--- src/rtl/edge_pattern_gen_if.sv ---
// ============================================================================
// Module   : edge_pattern_gen_if
// Brief    : Request/strobe bundle between a requester and edge_pattern_gen.
//            The edge_cnt_o member exists only with EDGE_PATTERN_GEN_STATS_EN.
// Revision : 1.0 - initial release
// ============================================================================
`default_nettype none

interface edge_pattern_gen_if;
    logic        rise_req_i;
    logic        fall_req_i;
    logic        level_o;
    logic        rising_edge_o;
    logic        falling_edge_o;
    logic        busy_o;
    logic        drop_o;
`ifdef EDGE_PATTERN_GEN_STATS_EN
    logic [15:0] edge_cnt_o;

    modport master (
        output rise_req_i, fall_req_i,
        input  level_o, rising_edge_o, falling_edge_o, busy_o, drop_o, edge_cnt_o
    );
    modport slave (
        input  rise_req_i, fall_req_i,
        output level_o, rising_edge_o, falling_edge_o, busy_o, drop_o, edge_cnt_o
    );
`else
    modport master (
        output rise_req_i, fall_req_i,
        input  level_o, rising_edge_o, falling_edge_o, busy_o, drop_o
    );
    modport slave (
        input  rise_req_i, fall_req_i,
        output level_o, rising_edge_o, falling_edge_o, busy_o, drop_o
    );
`endif
endinterface

`default_nettype wire

--- src/rtl/edge_pattern_gen.sv ---
// ============================================================================
// Module   : edge_pattern_gen
// Brief    : Level generator with minimum high/low dwell, one pending request
//            per direction and registered edge strobes. Optional edge counter
//            enabled by EDGE_PATTERN_GEN_STATS_EN.
// Revision : 1.0 - initial release
// ============================================================================
`default_nettype none

module edge_pattern_gen #(
    parameter int MIN_HIGH = 4,
    parameter int MIN_LOW  = 4
) (
    input  logic               clk,
    input  logic               reset,
    edge_pattern_gen_if.slave  bus
);

    localparam int C_MAX_MIN = (MIN_HIGH > MIN_LOW) ? MIN_HIGH : MIN_LOW;
    localparam int C_CNT_W   = $clog2(C_MAX_MIN) + 1;

    localparam logic [C_CNT_W-1:0] C_MIN_HIGH = C_CNT_W'(MIN_HIGH);
    localparam logic [C_CNT_W-1:0] C_MIN_LOW  = C_CNT_W'(MIN_LOW);
    localparam logic [C_CNT_W-1:0] C_ONE      = C_CNT_W'(1);

    typedef enum logic [1:0] {
        LOW_IDLE  = 2'd0,
        LOW_HOLD  = 2'd1,
        HIGH_IDLE = 2'd2,
        HIGH_HOLD = 2'd3
    } state_t;

    state_t               state_q, state_d;
    logic [C_CNT_W-1:0]   cnt_q, cnt_d;
    logic                 pend_rise_q, pend_rise_d;
    logic                 pend_fall_q, pend_fall_d;
    logic                 level_q, level_d;
    logic                 rising_q, rising_d;
    logic                 falling_q, falling_d;
    logic                 busy_q, busy_d;
    logic                 drop_q, drop_d;

    logic                 w_high;
    logic                 w_hold;
    logic [C_CNT_W-1:0]   w_dwell_min;
    logic                 w_dwell_met;
    logic                 w_to_req;
    logic                 w_same_req;
    logic                 w_to_pend;
    logic                 w_same_pend;
    logic                 w_to_pend_n;
    logic                 w_same_pend_n;
    logic                 w_launch;

    // "to" = request toward the opposite level, "same" = request for the current level
    always_comb begin
        w_high        = (state_q == HIGH_IDLE) || (state_q == HIGH_HOLD);
        w_hold        = (state_q == LOW_HOLD)  || (state_q == HIGH_HOLD);
        w_dwell_min   = w_high ? C_MIN_HIGH : C_MIN_LOW;
        w_dwell_met   = !w_hold || (cnt_q >= w_dwell_min);
        w_to_req      = w_high ? bus.fall_req_i : bus.rise_req_i;
        w_same_req    = w_high ? bus.rise_req_i : bus.fall_req_i;
        w_to_pend     = w_high ? pend_fall_q : pend_rise_q;
        w_same_pend   = w_high ? pend_rise_q : pend_fall_q;
        w_launch      = w_dwell_met && (w_to_pend || w_to_req);

        w_to_pend_n   = w_to_pend;
        w_same_pend_n = w_same_pend;
        state_d       = state_q;
        cnt_d         = cnt_q;
        level_d       = level_q;
        rising_d      = 1'b0;
        falling_d     = 1'b0;
        drop_d        = 1'b0;

        if (w_to_req) begin
            if (w_to_pend) begin
                drop_d = 1'b1;
            end else if (!w_dwell_met) begin
                w_to_pend_n = 1'b1;
            end
        end

        // A same-level request is only meaningful behind a queued opposite edge
        if (w_same_req) begin
            if (w_same_pend) begin
                drop_d = 1'b1;
            end else if (w_to_pend || w_to_req) begin
                w_same_pend_n = 1'b1;
            end else begin
                drop_d = 1'b1;
            end
        end

        if (w_launch) begin
            w_to_pend_n = 1'b0;
            level_d     = !w_high;
            rising_d    = !w_high;
            falling_d   = w_high;
            state_d     = w_high ? LOW_HOLD : HIGH_HOLD;
            cnt_d       = C_ONE;
        end else if (w_hold) begin
            if (w_dwell_met) begin
                state_d = w_high ? HIGH_IDLE : LOW_IDLE;
            end else begin
                cnt_d = cnt_q + C_ONE;
            end
        end

        pend_rise_d = w_high ? w_same_pend_n : w_to_pend_n;
        pend_fall_d = w_high ? w_to_pend_n   : w_same_pend_n;
        busy_d      = (state_d == LOW_HOLD) || (state_d == HIGH_HOLD) ||
                      pend_rise_d || pend_fall_d;
    end

    always_ff @(posedge clk) begin
        if (reset) begin
            state_q     <= LOW_IDLE;
            cnt_q       <= '0;
            pend_rise_q <= 1'b0;
            pend_fall_q <= 1'b0;
            level_q     <= 1'b0;
            rising_q    <= 1'b0;
            falling_q   <= 1'b0;
            busy_q      <= 1'b0;
            drop_q      <= 1'b0;
        end else begin
            state_q     <= state_d;
            cnt_q       <= cnt_d;
            pend_rise_q <= pend_rise_d;
            pend_fall_q <= pend_fall_d;
            level_q     <= level_d;
            rising_q    <= rising_d;
            falling_q   <= falling_d;
            busy_q      <= busy_d;
            drop_q      <= drop_d;
        end
    end

    assign bus.level_o        = level_q;
    assign bus.rising_edge_o  = rising_q;
    assign bus.falling_edge_o = falling_q;
    assign bus.busy_o         = busy_q;
    assign bus.drop_o         = drop_q;

`ifdef EDGE_PATTERN_GEN_STATS_EN
    logic [15:0] edge_cnt_q, edge_cnt_d;

    // Counts alongside the strobe registers so the count moves with the strobe
    always_comb begin
        edge_cnt_d = edge_cnt_q;
        if ((rising_d || falling_d) && (edge_cnt_q != 16'hFFFF)) begin
            edge_cnt_d = edge_cnt_q + 16'd1;
        end
    end

    always_ff @(posedge clk) begin
        if (reset) begin
            edge_cnt_q <= 16'd0;
        end else begin
            edge_cnt_q <= edge_cnt_d;
        end
    end

    assign bus.edge_cnt_o = edge_cnt_q;
`endif

endmodule

`default_nettype wire

--- src/flat_wrapper.sv ---
// flat-port wrapper written by rule: the top's interface ports become plain ports
module edge_pattern_gen_flat 
#(
    parameter int MIN_HIGH = 4,
    parameter int MIN_LOW  = 4
)
  (clk, reset, bus_rise_req_i, bus_fall_req_i, bus_level_o, bus_rising_edge_o, bus_falling_edge_o, bus_busy_o, bus_drop_o);
  edge_pattern_gen_if bus_i ();
  input  logic clk;
  input  logic reset;
  input wire logic [$bits(bus_i.rise_req_i)-1:0] bus_rise_req_i;
  input wire logic [$bits(bus_i.fall_req_i)-1:0] bus_fall_req_i;
  output wire logic [$bits(bus_i.level_o)-1:0] bus_level_o;
  output wire logic [$bits(bus_i.rising_edge_o)-1:0] bus_rising_edge_o;
  output wire logic [$bits(bus_i.falling_edge_o)-1:0] bus_falling_edge_o;
  output wire logic [$bits(bus_i.busy_o)-1:0] bus_busy_o;
  output wire logic [$bits(bus_i.drop_o)-1:0] bus_drop_o;
  assign bus_i.rise_req_i = bus_rise_req_i;
  assign bus_i.fall_req_i = bus_fall_req_i;
  assign bus_level_o = bus_i.level_o;
  assign bus_rising_edge_o = bus_i.rising_edge_o;
  assign bus_falling_edge_o = bus_i.falling_edge_o;
  assign bus_busy_o = bus_i.busy_o;
  assign bus_drop_o = bus_i.drop_o;
  edge_pattern_gen #(.MIN_HIGH(MIN_HIGH), .MIN_LOW(MIN_LOW)) u_core (.clk(clk), .reset(reset), .bus(bus_i));
endmodule
--- config.mk ---
export PLATFORM = sky130hd
export DESIGN_NAME = edge_pattern_gen_flat
export DESIGN_NICKNAME = d
export VERILOG_FILES = /design/src/rtl/edge_pattern_gen_if.sv /design/src/rtl/edge_pattern_gen.sv /design/src/flat_wrapper.sv
export SDC_FILE = /design/constraint.sdc
export NUM_CORES = 1
export LEC_CHECK = 0
export CAP_MARGIN = 20
export CORE_MARGIN = 2
export CORE_UTILIZATION = 36
export CTS_CLUSTER_DIAMETER = 40
export DETAILED_ROUTE_END_ITERATION = 6
export SYNTH_ARGS = -nofsm -noshare
export SYNTH_HDL_FRONTEND = slang
export SYNTH_SLANG_ARGS = --single-unit
--- constraint.sdc ---
create_clock -name clk -period 3.2 [get_ports clk]
set_input_delay 0.64 -clock clk [delete_from_list [all_inputs] [get_ports clk]]
set_output_delay 0.64 -clock clk [all_outputs]
set_load 0.005 [all_outputs]
==> impl_metrics.json <==
{
  "routedWlPerCell_um": 12.4,
  "die_h_um": 44.3,
  "area_growth_pct": 15.6,
  "min_period_ps": 2220,
  "gp_congestion": 0.821,
  "maxCapViolCount": 0,
  "clkTransAtPathRegs_ps": 70,
  "yosysMostFrequentCell": "dfxtp_1",
  "post-place-ws_ps": 754,
  "vdd_ir_drop_max_uv": 233,
  "dr.pass1.iters": 3,
  "hold_violations": 0,
  "netlist.area_leader.share_pct": 41.0,
  "cp-end-kind": "register",
  "drive_above_1_share_pct": 8.70,
  "synth_cell_types": 28,
  "p_int_mw": 0.254,
  "synth_area_leader_cell": "dfxtp_1",
  "synth_edf_count": 0,
  "grt_max_degree": 18,
  "drt-vias-per-instance": 5.22,
  "cts_resized": 0,
  "clk_latency_ps": 260,
  "clock_skew_ps": 2.71,
  "dp_cells": 82,
  "slew_headroom_pct": 60.0,
  "cp.required_ps": 3340,
  "cts_sinks": 12,
  "row_count": 14,
  "drc": 0,
  "switching_share_pct": 28.8,
  "fin_nets": 78,
  "synth.area.top_cells": "dfxtp_1, ha_1, a2111oi_4",
  "nFillCells": 154,
  "yosys_register_bits": 12,
  "p_sw_mw": 0.103,
  "fmax_mhz": 450,
  "dpl.hpwl_um": 732,
  "post-cts-setup-buffers": 0,
  "drt_iter0_markers": 12,
  "p_seq_share_pct": 50.8,
  "grt_pass1_vias": 403,
  "antenna_left": 0,
  "synth-seq-area-share_pct": 41.0,
  "start_util_pct": 38.4,
  "crit_type": "in -> reg",
  "min_path_type": "reg -> reg",
  "clock_tree.root_cell": "clkbuf_4",
  "outcome": "finished, final reports clean",
  "core_area_um2": 1520,
  "synth_commonest_cells": "dfxtp_1, a21oi_1, nor2_1, o21ai_0, inv_1",
  "h-tree-depth": 1,
  "synth.cell_area_um2": 586,
  "arrival_ps": 2370,
  "hold_ws_ps": 481,
  "p_leak_nw": 0.254,
  "track_usage_pct": 12.7,
  "power_density_nw_per_um2": 527,
  "multi_input_area_um2": 299,
  "finalNonFillerCells": 85,
  "setup-tns-final_ps": 0,
  "die_w_um": 44.3,
  "worst_pin_slew_ps": 598,
  "ios": 9,
  "seq_area_um2": 240,
  "gr-total-overflow": 0,
  "cts_tree": "yes",
  "yosysWarnings": 0,
  "async_reset_ff_share_pct": 0,
  "period_share_pct": 69.4,
  "ys.flop_type": "dfxtp_1",
  "worst_slack_ps": 979,
  "antenna_found_initial": 0,
  "drt_wl_total_mm": 1.05,
  "avgSynthCellArea_um2": 9.44,
  "rsz0062_at_grt": "false",
  "path_max_fanout": 5,
  "clockBufferDepth": 2,
  "grt_pass1_wl_mm": 1.74,
  "cts_made_buffers": 3,
  "cts_hold_buf": 0,
  "port_buffers": 8,
  "vias": 444,
  "power_frac_comb_pct": 24.3,
  "synth_cells": 62,
  "die_area_um2": 1970,
  "p_clk_share_pct": 24.9,
  "finalSetupViolCount": 0,
  "final_max_slew_viol_count": 0,
  "worst_setup_path_start_kind": "input pin",
  "diodes": 0,
  "syn_nets": 69
}
## metal layers
| metal | global-route usage [%] | up-vias | share of wire (%) |
|---|---|---|---|
| met5 | 0 | - | 0 |
| met4 | 9.09 | 0 | 0.86 |
| met3 | 2.86 | 2 | 3.5 |
| met2 | 18.8 | 6 | 43 |
| met1 | 16.1 | 194 | 53 |
| li1 | - | 242 | - |
## flip-flops by register name, indices dropped and copies added (netlist names)
| register | cells |
|---|---|
| u_core.bus.rising_edge_o | 1 |
| u_core.bus.drop_o | 1 |
| u_core.state_q | 2 |
| u_core.bus.level_o | 1 |
| u_core.pend_rise_q | 1 |
| u_core.cnt_q | 3 |
| u_core.bus.busy_o | 1 |
| u_core.pend_fall_q | 1 |
| u_core.bus.falling_edge_o | 1 |
## power groups by stage
stage,registers [mW],clock network (mW),logic [mW]
floorplan,0.178,0,0.0678
global placement,0.184,0,0.0859
detailed placement,0.184,0,0.0860
CTS,0.181,0.0925,0.0871
global route,0.184,0.0971,0.0961
finish,0.181,0.0889,0.0866
## stage by stage
step	instance area, µm²	power (mW)	utilization, %
6_report	677	0.357	44.4
5_1_grt	677	0.377	44.4
4_1_cts	677	0.361	44.4
3_5_place_dp	654	0.270	42.9
3_3_place_gp	654	0.270	42.9
2_1_floorplan	586	0.246	-
## cells by family (layout without fill, tap and decap cells)
group                    Yosys count  after routing  share of synthesized area (%)
AND/OR/NAND/NOR                   18             18                           16.7
buffers and inverters              8             15                           7.90
adder cells (fa/ha/maj)            3              3                           6.41
multiplexers                       2              2                           3.63
AO/OA/AOI/OAI                     19             19                           24.4
flip-flops                        12             12                           41.0
## layout by cell type (no fill, tap or decap), types with 3 or more instances in the layout
cell type	count
a21oi_1	5
clkbuf_4	3
clkdlybuf4s50_1	8
o21ai_0	5
inv_1	4
nor2_1	5
dfxtp_1	12
nor2b_1	3
ha_1	3
## worst max-delay path: stages
cell and delay, ps:
clkdlybuf4s50_1 580, mux2i_1 130, ha_1 270, o31ai_1 250, a21oi_1 110, or3_1 380
## final cells by class
class                   count  share of cell area [%]
clock buffers               3                    3.33
repair buffers              8                    11.8
flip-flops and latches     12                    35.5
inverters                   4                    2.22
multi-input cells          42                    44.2
well taps                  16                    2.96
## path summary, 6_finish.rpt
kind	cells past startpoint	start	end	slack, ps
worst min-delay path	2	u_core.cnt_q[1]	u_core.cnt_q[1]	480
worst max register to register	7	u_core.state_q[1]	u_core.bus.busy_o	1050
worst max-delay path	6	bus_fall_req_i	u_core.bus.busy_o	980
worst min register to register	2	u_core.cnt_q[1]	u_core.cnt_q[1]	480
No activity file was read; power rests on OpenSTA's default activity.
